`config.mk`:
```
export PLATFORM = sky130hd
export DESIGN_NAME = wb_bram_arbiter
export DESIGN_NICKNAME = d
export VERILOG_FILES = /design/src/rtl/wb_bram_arbiter_pkg.sv /design/src/rtl/wb_bram_arbiter_watchdog.sv /design/src/rtl/wb_bram_arbiter.sv
export SDC_FILE = /design/constraint.sdc
export NUM_CORES = 1
export LEC_CHECK = 0
export ABC_AREA = 1
export BUFFER_PORTS_ARGS = -buffer_cell sky130_fd_sc_hd__buf_2
export CELL_PAD_IN_SITES_DETAIL_PLACEMENT = 0
export CELL_PAD_IN_SITES_GLOBAL_PLACEMENT = 2
export CORE_MARGIN = 2
export CORE_UTILIZATION = 11
export DETAILED_ROUTE_END_ITERATION = 10
export PLACE_DENSITY_LB_ADDON = 0.1
export SYNTH_ARGS = -nofsm -noshare
export SYNTH_HDL_FRONTEND = slang
export SYNTH_SLANG_ARGS = --single-unit
```
`constraint.sdc`:
```
create_clock -name clk_i -period 1.9 [get_ports clk_i]
set_input_delay 0.19 -clock clk_i [delete_from_list [all_inputs] [get_ports clk_i]]
set_output_delay 0.19 -clock clk_i [all_outputs]
set_load 0.03 [all_outputs]
```
`src/rtl/wb_bram_arbiter_pkg.sv`:
```
// Shared definitions for the two-master Wishbone BlockRAM arbiter.
//   gnt_e           : one-hot grant encoding, which is also the FSM state
//                     (GNT_IDLE = 00, GNT_M0 = 01, GNT_M1 = 10)
//   CNT_W           : width of the watchdog counter
//   TIMEOUT_DEFAULT : default watchdog limit in cycles of unacknowledged strobe
package wb_bram_arbiter_pkg;

  typedef enum logic [1:0] {
    GNT_IDLE = 2'b00,
    GNT_M0   = 2'b01,
    GNT_M1   = 2'b10
  } gnt_e;

  localparam int CNT_W           = 8;
  localparam int TIMEOUT_DEFAULT = 255;

endpackage

```
`src/rtl/wb_bram_arbiter_watchdog.sv`:
```
// Per-grant watchdog for the BlockRAM arbiter.
// Counts cycles of slave strobe without acknowledge and raises err_o for one
// cycle when the count reaches TIMEOUT; the counter then restarts.
// Ports:
//   clk_i, rst_i  : clock, asynchronous active-low reset
//   gnt_chg_i     : grant changes at the next edge (restarts the count)
//   stb_i         : slave strobe as driven by the arbiter
//   ack_i         : slave acknowledge (restarts the count)
//   err_o         : timeout pulse, one cycle
module wb_arb_watchdog
  import wb_bram_arbiter_pkg::*;
#(
  parameter int TIMEOUT = TIMEOUT_DEFAULT
) (
  input  logic clk_i,
  input  logic rst_i,
  input  logic gnt_chg_i,
  input  logic stb_i,
  input  logic ack_i,
  output logic err_o
);

  localparam logic [CNT_W-1:0] LIMIT = CNT_W'(TIMEOUT);

  logic [CNT_W-1:0] cnt_q;
  logic [CNT_W-1:0] cnt_d;
  logic             hit;

  assign hit = (cnt_q == LIMIT);

  // An ack in the same cycle as a hit wins: the transfer completed, so no error.
  assign err_o = hit & ~ack_i;

  always_comb begin
    cnt_d = cnt_q;
    if (gnt_chg_i || ack_i || hit) begin
      cnt_d = '0;
    end else if (stb_i) begin
      cnt_d = cnt_q + 1'b1;
    end
  end

  always_ff @(posedge clk_i or negedge rst_i) begin
    if (!rst_i) begin
      cnt_q <= '0;
    end else begin
      cnt_q <= cnt_d;
    end
  end

endmodule

```
`src/rtl/wb_bram_arbiter.sv`:
```
// Two-master Wishbone arbiter in front of a single-port BlockRAM slave.
// A master keeps the slave for its whole cyc-framed bus cycle; the slave ack
// is returned only to the granted master. A watchdog flags stuck transfers.
// Ports:
//   clk_i, rst_i          : clock, asynchronous active-low reset
//   mN_adr_i/dat_i/sel_i  : master N address, write data, byte selects
//   mN_stb_i/cyc_i/we_i   : master N Wishbone control
//   mN_dat_o              : slave read data (shared by both masters)
//   mN_ack_o / mN_err_o   : ack gated by grant N / watchdog error pulse
//   s_*_o, s_dat_i,s_ack_i: slave side of the bus
//   gnt_o                 : one-hot current grant, 00 = idle
// Configuration:
//   WB_BRAM_ARB_RR_EN defined   -> round-robin tie break (m0 wins first tie)
//   WB_BRAM_ARB_RR_EN undefined -> fixed priority, m0 wins every tie
module wb_bram_arbiter
  import wb_bram_arbiter_pkg::*;
#(
  parameter int TIMEOUT = TIMEOUT_DEFAULT
) (
  input  logic        clk_i,
  input  logic        rst_i,
  input  logic [31:0] m0_adr_i,
  input  logic [31:0] m0_dat_i,
  output logic [31:0] m0_dat_o,
  input  logic [3:0]  m0_sel_i,
  input  logic        m0_stb_i,
  input  logic        m0_cyc_i,
  input  logic        m0_we_i,
  output logic        m0_ack_o,
  output logic        m0_err_o,
  input  logic [31:0] m1_adr_i,
  input  logic [31:0] m1_dat_i,
  output logic [31:0] m1_dat_o,
  input  logic [3:0]  m1_sel_i,
  input  logic        m1_stb_i,
  input  logic        m1_cyc_i,
  input  logic        m1_we_i,
  output logic        m1_ack_o,
  output logic        m1_err_o,
  output logic [31:0] s_adr_o,
  output logic [31:0] s_dat_o,
  output logic [3:0]  s_sel_o,
  output logic        s_stb_o,
  output logic        s_cyc_o,
  output logic        s_we_o,
  input  logic [31:0] s_dat_i,
  input  logic        s_ack_i,
  output logic [1:0]  gnt_o
);

  gnt_e gnt_q;
  gnt_e gnt_d;
  logic arb_en;
  logic tie_m1;
  logic gnt_chg;
  logic wd_err;

  // Tie-break policy: tie_m1 selects master 1 when both request together.
`ifdef WB_BRAM_ARB_RR_EN
  // last_q = 1 means master 1 was granted most recently; reset value makes
  // master 0 win the first tie.
  logic last_q;
  logic last_d;

  always_comb begin
    last_d = last_q;
    if (gnt_chg) begin
      if (gnt_d == GNT_M0) begin
        last_d = 1'b0;
      end else if (gnt_d == GNT_M1) begin
        last_d = 1'b1;
      end
    end
  end

  always_ff @(posedge clk_i or negedge rst_i) begin
    if (!rst_i) begin
      last_q <= 1'b1;
    end else begin
      last_q <= last_d;
    end
  end

  assign tie_m1 = ~last_q;
`else
  assign tie_m1 = 1'b0;
`endif

  // State register: the one-hot grant itself.
  always_ff @(posedge clk_i or negedge rst_i) begin
    if (!rst_i) begin
      gnt_q <= GNT_IDLE;
    end else begin
      gnt_q <= gnt_d;
    end
  end

  // Next state: arbitrate only when idle or when the owner has dropped cyc;
  // a master holding cyc is never preempted, whatever its stb does.
  always_comb begin
    gnt_d  = gnt_q;
    arb_en = 1'b1;
    case (gnt_q)
      GNT_M0:  arb_en = ~m0_cyc_i;
      GNT_M1:  arb_en = ~m1_cyc_i;
      default: arb_en = 1'b1;
    endcase
    if (arb_en) begin
      case ({m1_cyc_i, m0_cyc_i})
        2'b01:   gnt_d = GNT_M0;
        2'b10:   gnt_d = GNT_M1;
        2'b11:   gnt_d = tie_m1 ? GNT_M1 : GNT_M0;
        default: gnt_d = GNT_IDLE;
      endcase
    end
  end

  assign gnt_chg = (gnt_d != gnt_q);

  // Outputs: slave mux follows the registered grant combinationally, so on a
  // handover the slave sees the old owner's dropped cyc for one cycle.
  always_comb begin
    s_adr_o = '0;
    s_dat_o = '0;
    s_sel_o = '0;
    s_stb_o = 1'b0;
    s_cyc_o = 1'b0;
    s_we_o  = 1'b0;
    case (gnt_q)
      GNT_M0: begin
        s_adr_o = m0_adr_i;
        s_dat_o = m0_dat_i;
        s_sel_o = m0_sel_i;
        s_stb_o = m0_stb_i;
        s_cyc_o = m0_cyc_i;
        s_we_o  = m0_we_i;
      end
      GNT_M1: begin
        s_adr_o = m1_adr_i;
        s_dat_o = m1_dat_i;
        s_sel_o = m1_sel_i;
        s_stb_o = m1_stb_i;
        s_cyc_o = m1_cyc_i;
        s_we_o  = m1_we_i;
      end
      default: ;
    endcase
  end

  assign gnt_o    = gnt_q;
  assign m0_dat_o = s_dat_i;
  assign m1_dat_o = s_dat_i;
  assign m0_ack_o = s_ack_i & gnt_o[0];
  assign m1_ack_o = s_ack_i & gnt_o[1];
  assign m0_err_o = wd_err & gnt_o[0];
  assign m1_err_o = wd_err & gnt_o[1];

  wb_arb_watchdog #(
    .TIMEOUT (TIMEOUT)
  ) u_watchdog (
    .clk_i     (clk_i),
    .rst_i     (rst_i),
    .gnt_chg_i (gnt_chg),
    .stb_i     (s_stb_o),
    .ack_i     (s_ack_i),
    .err_o     (wd_err)
  );

endmodule

```
# [After elaboration in Yosys (flattened, before gate mapping)]
# Cells that the tools add are included.
# Widths: inputs -> output; s select.
[op_classes] order_cmp=0 bitwise=8 n_mux=11 n_addsub=1 multipliers=0 n_eq_ne=7 shifts=0 div_mod_pow=0 reduce_logical=4
[ops] op="$pmux 32 s2" count=2
[ops] op="$mux 8" count=2
[ops] op="$add 8x1->8 const B" count=1
[ops] op="$eq 8x8->1 const B" count=1
[ops] op="$pmux 1 s2" count=4
[ops] op="$pmux 4 s2" count=1
[ops] op="$eq 2x2->1 const B" count=3
[ops] op="$and 1x1->1" count=5
[ops] op="$eq 2x1->1 const B" count=2
[ops] op="$pmux 2 s2" count=1
[ops] op="$not 1->1" count=3
[ops] op="$logic_or 1x1->1" count=2
[ops] op="$mux 2" count=1
[ops] op="$ne 2x2->1" count=1
[ops] op="$reduce_bool 2->1" count=1
[ops] op="$reduce_or 2->1" count=1
[totals] elab_cells=33 output_inout_bits=141 latchBits=0 ramBits=0 ff_bits=10 in_bits=177 rom_bits=0 mem_count=0

# [Logic depth before layout (Yosys ltp)]
# Gate-level depths: netlist of the first run.
[logic_depth] depth_word=8 ltp_mapped=11 mapped_depth_nobuf=10

# [Modules after synthesis]
# A second synthesis of the first run with hierarchy kept.
[unflattened] hier_cells=399 hier_area_um2=2244.7
[by_module_without_submodules] mod="wb_bram_arbiter" n_inst=1 cells_each=336 area_each_um2=1780.5 seq_area_each_um2=50.0
[by_module_without_submodules] mod="wb_arb_watchdog" n_inst=1 cells_each=63 area_each_um2=464.2 seq_area_each_um2=200.2

# [Worst setup path before layout of the first run]
# OpenSTA, ideal clock, no wires.
[synth_path] path_kind="flip-flop to output port" startpoint="register gnt_q[0] (netlist: gnt_o[0])" endpoint="output port s_adr_o[0]" t_required_ns=1.710 path_buffers=2 arrival_time_ns=1.807 slack_ns=-0.097 stages_incl_launch_ff=6 cell_sequence="dfrtp_1 -> inv_1 -> ha_1 -> buf_2 -> clkbuf_1 -> a21oi_1"
[synth_between] elab_chain_len=2 word_cells_on_any_way=3 cone_classes="eq/ne: 2; mux: 1"
[synth_lines] element="start, declared" line="wb_bram_arbiter.sv:51" rtl="gnt_e gnt_q;"
[synth_lines] element="start signal, assigned" line="wb_bram_arbiter.sv:94" rtl="gnt_q <= gnt_d;"
[synth_lines] element="$eq 2x2->1 / $eq 2x1->1 (equally long branches)" line="wb_bram_arbiter.sv:129" rtl="case (gnt_q)"
[synth_lines] element="$pmux 32 s2 (*)" line="wb_bram_arbiter.sv:129"
[synth_lines] element="end, declared" line="wb_bram_arbiter.sv:40" rtl="output logic [31:0] s_adr_o,"
# Mark *: on every way between the ends. The rest lies on a longest branch, timed or not.

# [Final worst setup path of the first run]
[layout_path] startpoint="register gnt_q[1] (netlist: gnt_o[1])" endpoint="output port s_dat_o[17]"
[layout_between] elab_chain_len=2 word_cells_on_any_way=3 cone_classes="eq/ne: 2; mux: 1"
[layout_lines] element="$eq 2x2->1 / $eq 2x1->1 (equally long branches)" line="wb_bram_arbiter.sv:129"
[layout_lines] element="$pmux 32 s2 (*)" line="wb_bram_arbiter.sv:129"
[layout_lines] element="end, declared" line="wb_bram_arbiter.sv:41" rtl="output logic [31:0] s_dat_o,"
# Marks and branches as above.

==> results.yml, run 1 <==
worst_hold_path:
  holdCritStartpoint: "m0_cyc_i"
  worstHoldPathType: "input pin to flip-flop"
  holdPathStages: 3
  hold_end: "gnt_o[0]"
sta:
  setup_viol: 0
  setup_slack_ns: 0.0568
  worst_slew_pin_slew_ns: 0.284
  finalClockSkew_ns: 0.00202
  rsz0062_at_grt: "yes"
  maxSlewViolCount: 0
  hold_viol: 0
  min_period_ns: 1.84
  fin_crit_sh_pct: 97.0
  hold_slack_ns: 0.262
  max-slew-margin-rel_pct: 81.1
  fmax_ghz: 0.543
synth:
  syn_nets: 574
  syn_avg_cell_area_um2: 5.47
  async_flop_share_pct: 100
  synth-seq-area-share_pct: 11.6
  synth_area_um2: 2160
  synth_cells: 394
  synth.area.top_cells: "nand2_1, buf_4, a21oi_1"
  synth.ff_latch_count: 10
  synth_area_leader_cell: "nand2_1"
  synth_edf_count: 0
  synth.distinct_cells: 24
  synth_ff_type: "dfrtp_1"
  yosysTopAreaCellShare_pct: 28.9
  yosysWarnings: 0
drt:
  avgViaCountPerCell: 3.67
  first_iter_violations: 107
  num_vias: 3023
  drc: 0
  wl_per_cell_um: 16.2
  drt_first_pass_iters: 4
  drt_wl_total_um: 13400
  antenna_left: 0
run:
  maxCapViolCount: 0
global_routing:
  grt_util_met3_pct: 3.11
  grt_max_degree: 55
  gr-max-usage-layer: "met2"
  grt_pass1_wl_um: 16600
  antenna_found_initial: 3
  use_met2_pct: 20.1
  overflow: 0
  grt_use_met1_pct: 11.4
  grt_util_all_layers_pct: 10.5
  grt_pass1_vias: 2849
pwr:
  cellLeakagePower_nw: 1.86
  irDropWorstVdd_mv: 0.686
  combPwrFrac_pct: 89.5
  power_density_nw_per_um2: 1790
  power.internal_mw: 2.94
  p_sw_mw: 3.99
  power.total_mw: 6.94
  pwr-share-seq_pct: 4.4
  p_clk_share_pct: 6.1
  swShare_pct: 57.6
placement:
  preCtsSetupSlack_ns: 0.0226
  dpl.hpwl_um: 8920
  port_buffers: 221
  gp_congestion: 0.740
  placed_area_um2: 3110
floorplan:
  die_h_um: 144
  start_util_pct: 11.2
  row_count: 51
  chipWidth_um: 144
  dieArea_um2: 20700
  ios: 318
  core_area_um2: 19300
finish:
  final_common_cell: "nand2_1"
  design_area_um2: 3870
  multi_input_area_um2: 1340
  num-fill-cells: 2262
  final_core_util_pct: 20.0
  mostFrequentLayoutCells: "nand2_1, buf_2, buf_4, a21oi_1, nor2_1"
  syn2layout_area_growth_pct: 79.3
  final_net_count: 739
  register_area_um2: 253
  layout-drive-gt1-share_pct: 50.9
clocking:
  clock_path_buffers: 2
  insertion_delay_ns: 0.24
  cts.sinks: 10
  numCtsBuffers: 3
  cts-root-buf: "clkbuf_16"
  htree_levels: 1
  tritoncts: "yes"
  clk_pin_slew_ns: 0.04
worst_setup_path:
  critPathKind: "flip-flop to output port"
  cp_max_fo: 10
  r2r_setup_slack_ns: 0.18
  startpoint_type: "flip-flop"
  crit_start: "gnt_o[1]"
  reg2reg_to: "u_watchdog.cnt_q[7]"
  arrival_ns: 1.65
  required_ns: 1.71
  crit_path_end_kind: "output port"
  regToRegStartpoint: "gnt_o[0]"
  r2r_cells: 8
run_status:
  outcome: "completed"
-- area by class of cell --
class / count / area share, %
timing repair buffer: 248 / 46.1
multi-input combinational: 279 / 34.6
antenna: 1 / 0.0647
sequential: 10 / 6.54
tap: 265 / 8.57
inverter: 17 / 1.88
clock buffer: 4 / 2.30
-- state kept, by name (all words and copies together) (netlist names) --
register,flops
gnt_o,2
u_watchdog.cnt_q,8
-- power groups by stage --
| stage | Clock, mW | Combinational (mW) | Sequential [mW] |
|---|---|---|---|
| after floorplan | 0 | 3.29 | 0.315 |
| after global placement | 0 | 4.76 | 0.281 |
| after detailed placement | 0 | 4.68 | 0.284 |
| after CTS | 0.436 | 5.21 | 0.297 |
| after global routing | 0.445 | 6.67 | 0.312 |
| final | 0.420 | 6.21 | 0.305 |
-- critical path, stage by stage, from the launching register on --
cell and delay [ns]:
dfrtp_2 0.45, inv_4 0.10, ha_4 0.15, buf_8 0.14, clkbuf_16 0.17, nand2_1 0.06, a21oi_1 0.15, buf_4 0.19
-- cell usage after synthesis, types with 2 or more instances --
cell and count:
inv_1 15, o21ai_0 2, buf_2 5, dfrtp_1 10, clkbuf_1 17, ha_1 3, nand2_1 166, nand3_1 8
nor2_1 14, xor2_1 3, nand4_1 3, buf_4 65, nand2_2 3, a21oi_1 70
-- metrics by stage --
| step | cells | TNS, ns |
|---|---|---|
| floorplan | 394 | -6.76 |
| global placement | 798 | 0 |
| detailed placement | 798 | 0 |
| CTS | 807 | -1.77 |
| global route | 824 | -0.267 |
| finish | 824 | 0 |
-- cell families (layout without fill, tap and decap cells) --
group | after synthesis | after routing | synth area share, %
AND/OR/NAND/NOR | 200 | 200 | 38.1
buffers and inverters | 105 | 269 | 30.3
XOR/XNOR | 4 | 4 | 1.62
other | 0 | 1 | 0
flip-flops | 10 | 10 | 11.6
adder cells (fa/ha/maj) | 3 | 3 | 1.74
AO/OA/AOI/OAI | 72 | 72 | 16.7
-- worst max-delay path by stage --
stage          depth (start not counted)          end  slack, ns
3_3_place_gp                           6  s_dat_o[27]       0.02
4_1_cts                                6  s_adr_o[17]      -0.06
5_1_grt                                7  s_adr_o[20]      -0.02
6_report                               7  s_dat_o[17]       0.06
2_1_floorplan                          5   s_adr_o[0]       -0.1
3_5_place_dp                           6  s_dat_o[26]       0.02
-- layer usage --
| layer | vias up | share of wire, % |
|---|---|---|
| met1 | 1381 | 38 |
| met4 | 4 | 0.98 |
| li1 | 1509 | - |
| met2 | 106 | 54 |
| met3 | 23 | 6.6 |
| met5 | - | 0.16 |
-- what timing repair did --
action,CTS,global route
endpoints found under the setup margin,71,72
hold buffers,1,0
gates resized for setup,39,98
setup buffers,2,7
endpoints found under the hold margin,10,0
pin swaps,0,4
cloned,2,10
Power figures use the tool's default switching activity.
==> run 2, diff against run 1 <==
--- a/config.mk
+++ b/config.mk
@@ -11,6 +11,7 @@
 export CELL_PAD_IN_SITES_GLOBAL_PLACEMENT = 2
 export CORE_MARGIN = 2
 export CORE_UTILIZATION = 11
+export CTS_BUF_LIST = sky130_fd_sc_hd__clkbuf_16
 export DETAILED_ROUTE_END_ITERATION = 10
 export PLACE_DENSITY_LB_ADDON = 0.1
 export SYNTH_ARGS = -nofsm -noshare
==> results.yml, run 2 (synthesis gave the netlist of run 1 again) <==
drt:
  first_iter_violations: 107
  drt_wl_total_um: 13400
  avgViaCountPerCell: 3.67
  antenna_left: 0
  drt_first_pass_iters: 4
  num_vias: 3023
  drc: 0
  wl_per_cell_um: 16.2
worst_setup_path:
  reg2reg_to: "u_watchdog.cnt_q[7]"
  regToRegStartpoint: "gnt_o[0]"
  r2r_setup_slack_ns: 0.18
  required_ns: 1.71
  crit_buf_inv: 4
  r2r_cells: 8
  arrival_ns: 1.65
  critPathKind: "flip-flop to output port"
  slowest_stage: "dfrtp_2"
  crit_path_end_kind: "output port"
  cp_max_fo: 10
  startpoint_type: "flip-flop"
  cpLargestDelayFamily: "buffers and inverters"
  path_cells: "inv_4 -> ha_4 -> buf_8 -> clkbuf_16 -> nand2_1 -> a21oi_1 -> buf_4"
  cp_slowest_stage_delay_ns: 0.45
worst_hold_path:
  holdCritStartpoint: "m0_cyc_i"
  worstHoldPathType: "input pin to flip-flop"
  holdPathStages: 3
  hold_end: "gnt_o[0]"
pwr:
  cellLeakagePower_nw: 1.85
  irDropWorstVdd_mv: 0.686
  power_density_nw_per_um2: 1790
clocking:
  clock_path_buffers: 2
  numCtsBuffers: 3
  insertion_delay_ns: 0.24
  tritoncts: "yes"
  clk_pin_slew_ns: 0.04
  htree_levels: 1
  cts-root-buf: "clkbuf_16"
  cts.sinks: 10
placement:
  gp_congestion: 0.740
  port_buffers: 221
  dpl.hpwl_um: 8920
sta:
  worst_slew_pin_slew_ns: 0.284
  finalClockSkew_ns: 0.00289
  fmax_ghz: 0.543
  rsz0062_at_grt: "yes"
  hold_viol: 0
  setup_viol: 0
  fin_crit_sh_pct: 97.0
  finalSetupTns_ns: 0
  max-slew-margin-rel_pct: 81.1
  maxSlewViolCount: 0
  min_period_ns: 1.84
global_routing:
  overflow: 0
  antenna_found_initial: 3
  grt_util_all_layers_pct: 10.5
  grt_max_degree: 55
  grt_pass1_wl_um: 16600
  grt_pass1_vias: 2849
floorplan:
  start_util_pct: 11.2
  chipWidth_um: 144
  core_area_um2: 19300
  dieArea_um2: 20700
  die_h_um: 144
  row_count: 51
  ios: 318
finish:
  mostFrequentLayoutCells: "nand2_1, buf_2, buf_4, a21oi_1, nor2_1"
  final_core_util_pct: 20.0
  final_net_count: 739
  largest_reg_flops: 8
  layout-drive-gt1-share_pct: 50.7
  final_common_cell: "nand2_1"
  syn2layout_area_growth_pct: 78.8
  largest_register: "u_watchdog.cnt_q"
run_status:
  outcome: "completed"
run:
  maxCapViolCount: 0
==> run 2: cell count changes in the layout (fill, tap and decap cells not counted) <==
cell / change
clkbuf_8: -1
clkinv_1: +1
==> run 2: cell type report <==
class                      count  area, um^2
clock buffer                   3        75.1
tap                          265         332
sequential                    10         253
inverter                      17        72.6
multi-input combinational    279        1340
antenna                        1        2.50
fill                        2263       15500
timing repair buffer         248        1780
clock inverter                 1        3.75
==> run 2: report_power, final <==
| part | internal, mW | switching (mW) |
|---|---|---|
| clock network | 0.276 | 0.102 |
| registers | 0.245 | 0.0600 |
| logic | 2.38 | 3.83 |
| total | 2.90 | 3.99 |
==> run 2: worst max path at each step <==
stage | startpoint | endpoint | cells past startpoint
after floorplan | gnt_o[0] | s_adr_o[0] | 5
after global placement | gnt_o[0] | s_dat_o[27] | 6
after detailed placement | gnt_o[0] | s_dat_o[26] | 6
after CTS | gnt_o[0] | s_adr_o[17] | 6
after global routing | gnt_o[0] | s_adr_o[20] | 7
final | gnt_o[1] | s_dat_o[17] | 7
==> run 2: what timing repair did <==
item,in CTS,in global routing
resized for setup,39,98
hold endpoints to repair,10,0
pin swaps,0,4
buffers inserted,2,7
endpoints found under the setup margin,71,72
hold buffers,1,0
cloned,2,10
==> run 2: layer usage <==
| layer | share of wire, % | vias to the layer above | GRT usage [%] |
|---|---|---|---|
| li1 | - | 1509 | - |
| met1 | 38 | 1381 | 11.4 |
| met2 | 54 | 106 | 20.1 |
| met3 | 6.6 | 23 | 3.11 |
| met4 | 0.98 | 4 | 2.12 |
| met5 | 0.16 | - | 0 |
==> run 2: per-stage QoR <==
| stage | std cells | hold slack [ns] | worst slack [ns] | total power, mW | instance area [um^2] |
|---|---|---|---|---|---|
| after floorplan | 394 | -0.106 | -0.0966 | 3.60 | 2160 |
| after global placement | 798 | 0.0838 | 0.0181 | 5.04 | 3110 |
| after detailed placement | 798 | 0.0827 | 0.0226 | 4.96 | 3110 |
| after CTS | 807 | 0.265 | -0.0644 | 5.90 | 3390 |
| after global routing | 824 | 0.318 | -0.0169 | 7.39 | 3860 |
| final | 824 | 0.262 | 0.0568 | 6.89 | 3860 |
==> run 2: worst min-delay path, cell delays in order <==
cell and delay [ns]:
buf_2 0.11, nand2_1 0.08, o21ai_0 0.08
